<file path="src/rtl/toggle_activity_monitor.sv">
// toggle_activity_monitor
//   Samples the 32-bit counter output on every enabled cycle and measures
//   switching activity as the Hamming distance between consecutive samples.
//   Distances are accumulated (saturating) over WINDOW compared samples and
//   each window total is offered on a valid/ready result port.
//
//   Optional feature macro: ACT_PEAK_EN
//     defined   -> act_peak reports the largest per-sample distance seen in
//                  the window, loaded together with act_count.
//     undefined -> act_peak port and the peak tracking logic are absent.
module toggle_activity_monitor #(
    parameter int WINDOW = 16,
    parameter int ACC_W  = 16
) (
    input  logic             clk,
    input  logic             reset,
    input  logic [31:0]      q_in,
    input  logic             sample_en,
    output logic [ACC_W-1:0] act_count,
    output logic             act_sat,
    output logic             act_valid,
    input  logic             act_ready,
    output logic             act_lost
`ifdef ACT_PEAK_EN
    ,
    output logic [5:0]       act_peak
`endif
);

    localparam int               CNT_W   = (WINDOW > 1) ? $clog2(WINDOW) : 1;
    localparam logic [CNT_W-1:0] LAST    = CNT_W'(WINDOW - 1);
    localparam logic [ACC_W-1:0] ACC_MAX = '1;

    // IDLE waits for the first sample to prime r_prev; RUN compares.
    typedef enum logic {
        S_IDLE,
        S_RUN
    } state_t;

    state_t           r_state;
    logic [31:0]      r_prev;
    logic [ACC_W-1:0] r_acc;
    logic [CNT_W-1:0] r_wcnt;
    logic             r_sat_win;

    logic [5:0]       w_hd;
    logic [ACC_W:0]   w_sum;
    logic [ACC_W-1:0] w_acc_next;
    logic             w_sat_next;
    logic             w_win_end;
    logic             w_accept;

`ifdef ACT_PEAK_EN
    logic [5:0]       r_peak;
    logic [5:0]       w_peak_next;
`endif

    // Distance of the current sample, saturating accumulate and window-end detect.
    always_comb begin
        // NOTE: every signal gets a value before any condition, so no latch is inferred.
        w_hd       = 6'($countones(q_in ^ r_prev));
        w_sum      = {1'b0, r_acc} + {{(ACC_W - 5){1'b0}}, w_hd};
        w_acc_next = w_sum[ACC_W] ? ACC_MAX : w_sum[ACC_W-1:0];
        w_sat_next = r_sat_win | w_sum[ACC_W];
        w_win_end  = (r_state == S_RUN) && sample_en && (r_wcnt == LAST);
        w_accept   = act_valid && act_ready;
`ifdef ACT_PEAK_EN
        w_peak_next = (w_hd > r_peak) ? w_hd : r_peak;
`endif
    end

    // Sampling FSM, window accumulation and the registered result handshake.
    always_ff @(posedge clk) begin
        // NOTE: sequential state uses non-blocking assignments only, so every
        // register sees the pre-edge values of the others.
        if (reset) begin
            r_state   <= S_IDLE;
            r_prev    <= '0;
            r_acc     <= '0;
            r_wcnt    <= '0;
            r_sat_win <= 1'b0;
            act_count <= '0;
            act_sat   <= 1'b0;
            act_valid <= 1'b0;
            act_lost  <= 1'b0;
`ifdef ACT_PEAK_EN
            r_peak    <= '0;
            act_peak  <= '0;
`endif
        end else begin
            // An accepted result retires unless a new window end reloads it below.
            if (w_accept) begin
                act_valid <= 1'b0;
            end

            case (r_state)
                S_IDLE: begin
                    if (sample_en) begin
                        r_prev  <= q_in;
                        r_state <= S_RUN;
                    end
                end

                S_RUN: begin
                    if (sample_en) begin
                        r_prev <= q_in;
                        if (w_win_end) begin
                            act_count <= w_acc_next;
                            act_sat   <= w_sat_next;
                            act_valid <= 1'b1;
                            // Pending result that nobody took is being replaced.
                            if (act_valid && !act_ready) begin
                                act_lost <= 1'b1;
                            end
                            r_acc     <= '0;
                            r_wcnt    <= '0;
                            r_sat_win <= 1'b0;
`ifdef ACT_PEAK_EN
                            act_peak  <= w_peak_next;
                            r_peak    <= '0;
`endif
                        end else begin
                            r_acc     <= w_acc_next;
                            r_wcnt    <= r_wcnt + 1'b1;
                            r_sat_win <= w_sat_next;
`ifdef ACT_PEAK_EN
                            r_peak    <= w_peak_next;
`endif
                        end
                    end
                end
            endcase
        end
    end

endmodule
</file>
<file path="config.mk">
export PLATFORM = sky130hd
export DESIGN_NAME = toggle_activity_monitor
export DESIGN_NICKNAME = d
export VERILOG_FILES = /design/src/rtl/toggle_activity_monitor.sv
export SDC_FILE = /design/constraint.sdc
export NUM_CORES = 1
export LEC_CHECK = 0
export BUFFER_PORTS_ARGS = -buffer_cell sky130_fd_sc_hd__buf_2
export CAP_MARGIN = 25
export CORE_MARGIN = 4
export CORE_UTILIZATION = 40
export DETAILED_ROUTE_END_ITERATION = 16
export GPL_TIMING_DRIVEN = 0
export MAX_ROUTING_LAYER = met4
export PLACE_DENSITY = 0.67
export SLEW_MARGIN = 20
export SYNTH_ARGS = -nofsm -noshare
export SYNTH_HDL_FRONTEND = slang
export SYNTH_SLANG_ARGS = --single-unit
</file>
<file path="constraint.sdc">
create_clock -name clk -period 7.62 [get_ports clk]
set_input_delay 0.381 -clock clk [delete_from_list [all_inputs] [get_ports clk]]
set_output_delay 0.381 -clock clk [all_outputs]
set_load 0.05 [all_outputs]
</file>
==> out/qor.yml <==
slew_headroom: 0.501
finalSetupTns_ns: 0
synth.ff_latch_count: 73
portBuffers: 52
p_leak_nw: 2.15
multi_input_area_sq_um: 2440
whs_ns: 0.286
r2r_cells: 18
cts_tree: "done"
cts_buffers: 9
clk_pin_slew_ns: 0.08
clockBufferDepth: 2
fp.coreArea_sq_um: 9910
drv_slew: 0
irDropWorstVdd_v: 0.000453
nNetsFinal: 576
dieArea_sq_um: 12000
fin_cells: 636
syn_area_sq_um: 4110
crit_type: "reg2reg"
rows: 36
startpoint_type: "register"
pin_count: 55
regArea_sq_um: 1460
layout-drive-gt1-share: 0.163
synth_flop_cell: "dfxtp_1"
fp.dieH_um: 109
cts_sinks: 73
cts_resized: 0
n_antenna_cell: 0
first_pass_iters: 4
routedWlPerCell_um: 14.3
clock_latency_ns: 0.36
finalCritPeriodShare: 0.785
grt.overflow.total: 0
grt_max_degree: 14
hold_path_class: "in2reg"
netlist-cell-type-count: 39
grt_pass1_vias: 3208
antenna_found_initial: 0
synth_sequential_area_ratio: 0.356
synthArstFlopShare: 0
cts_setup_buffers: 0
syn_inst: 435
endpoint_kind: "register"
cts_hold_buf: 0
routed_wl_um: 9120
num_vias: 3183
min_period_ns: 5.99
setup_viol: 0
initial_core_util: 0.415
hold_viol_final: 0
synth_edf_count: 0
h-tree-depth: 3
status: "completed"
skew_ns: 0.00711
hold_depth: 3
dp_hpwl_um: 7040
worstPathMaxFanout: 8
die_x_um: 109
drc: 0
fillerInstances: 967
vias_per_cell: 5.00
p_per_area_nw_per_um2: 466
avgSynthCellArea_sq_um: 9.45
drtAntennaViolNets: 0
timing.fmax_mhz: 167
tightest_slew_ns: 0.749
placedCellCount: 620
grt_pass1_wl_um: 15200
worstPathRequired_ns: 7.84
final_core_util: 0.480
grtUsageTotal: 0.171
cts_root_buffer: "clkbuf_8"
arrival_ns: 6.20
yosys_warnings: 0
rsz0062_at_grt: "false"
maxCapViolCount: 0
drtIter0Drc: 139
area_growth_pct: 15.7
place.gp.congestion: 0.890
synth_nets: 513
[registers in the layout, summed over array words and instances, names as in the netlist]
name,count
r_prev,32
act_sat,1
r_wcnt,4
r_sat_win,1
act_count,16
r_acc,16
act_valid,1
act_lost,1
r_state,1
[path summary, 6_finish.rpt]
| check | start | endpoint | slack, ns |
|---|---|---|---|
| max | r_prev[2]$_SDFFE_PP0P_ | act_count[10]$_SDFFE_PP0P_ | 1.63 |
| min | q_in[1] | r_prev[1]$_SDFFE_PP0P_ | 0.29 |
| max reg2reg | r_prev[2]$_SDFFE_PP0P_ | act_count[10]$_SDFFE_PP0P_ | 1.63 |
| min reg2reg | r_acc[5]$_SDFFE_PP0P_ | r_acc[5]$_SDFFE_PP0P_ | 0.45 |
[per-layer routing]
layer,track usage,share of wire
met3,0.0317,0.041
met2,0.262,0.47
met1,0.223,0.47
met4,0.0695,0.019
met5,-,0
[cell type report]
cell class	instances	area share
inverter	24	0.0189
tap	133	0.0350
sequential	73	0.307
timing repair buffer	52	0.0547
clock buffer	9	0.0260
multi-input combinational	317	0.514
buffer	21	0.0245
clock inverter	7	0.0200
[kinds of logic (layout without fill, tap and decap cells)]
| logic type | count (synthesis) | count (layout) | synth area share |
|---|---|---|---|
| buf+inv | 45 | 113 | 0.0502 |
| mux | 32 | 32 | 0.0779 |
| compound gates | 64 | 64 | 0.0998 |
| xor+xnor | 43 | 43 | 0.0916 |
| fa+ha+maj | 42 | 42 | 0.175 |
| flops | 73 | 73 | 0.356 |
| simple gates | 136 | 136 | 0.149 |
[cell usage after synthesis, drive strengths merged, types with 4 or more instances]
cell type	n	area [sq um]
inv	24	90.1
dfxtp	73	1460
nor3	24	131
nand2	24	90.1
a22o	5	43.8
xor2	20	175
nand4	4	25.0
xnor2	23	201
ha	16	200
a21oi	18	90.1
a311oi	4	35.0
nand3	4	20.0
nor2	65	244
fa	26	521
o211ai	7	52.6
buf	9	70.1
clkbuf	12	46.3
o21ai	14	70.1
mux2i	32	320
and3	4	25.0
[report_power, final]
group | internal (mW) | switching, mW
combinational | 0.608 | 0.861
sequential | 0.399 | 0.0103
clock | 0.184 | 0.153
[stage by stage]
| stage | worst slack, ns | instance area (sq um) | power [mW] |
|---|---|---|---|
| 2_1_floorplan | 2.00 | 4110 | 1.54 |
| 6_report | 1.63 | 4760 | 2.22 |
| 3_5_place_dp | 1.47 | 4540 | 1.87 |
| 5_1_grt | 1.29 | 4760 | 2.46 |
| 3_3_place_gp | 1.53 | 4540 | 1.84 |
| 4_1_cts | 1.61 | 4760 | 2.23 |
[cells in the final DEF, fill, tap and decap left out, types with 2 or more instances in the layout]
cell       synthesis  final
xor2_1            20     20
clkinv_2           0      2
nand2b_1           3      3
bufinv_16          0      2
fa_1              26     26
nor3_1            23     23
a22o_1             5      5
o211ai_1           7      7
nor4_1             2      2
clkinv_4           0      2
dfxtp_1           73     73
xnor2_1           23     23
o21a_1             3      3
o21ai_0           13     13
a21oi_1           18     18
and3_1             4      4
nand2_1           24     24
buf_2              5     57
nor2_1            65     65
inv_1             24     24
clkbuf_1          11     11
a311oi_1           4      4
o22ai_1            3      3
buf_6              4      4
a211oi_1           3      3
nand3_1            4      4
a21o_1             3      3
clkbuf_8           0      9
ha_1              16     16
nand4_1            4      4
nand3b_1           2      2
mux2i_1           32     32
[worst max-delay path: stages (launching register included)]
cell and delay, ns:
dfxtp_1 0.35, xor2_1 0.22, fa_1 0.50, fa_1 0.52, fa_1 0.52, fa_1 0.54
inv_1 0.05, fa_1 0.50, fa_1 0.59, fa_1 0.22, inv_1 0.06, fa_1 0.42
a211oi_1 0.34, o211ai_1 0.19, and2_1 0.17, clkbuf_2 0.15, and3_1 0.21, o211ai_1 0.18
a21oi_1 0.09
No activity file was read; power rests on OpenSTA's default activity.
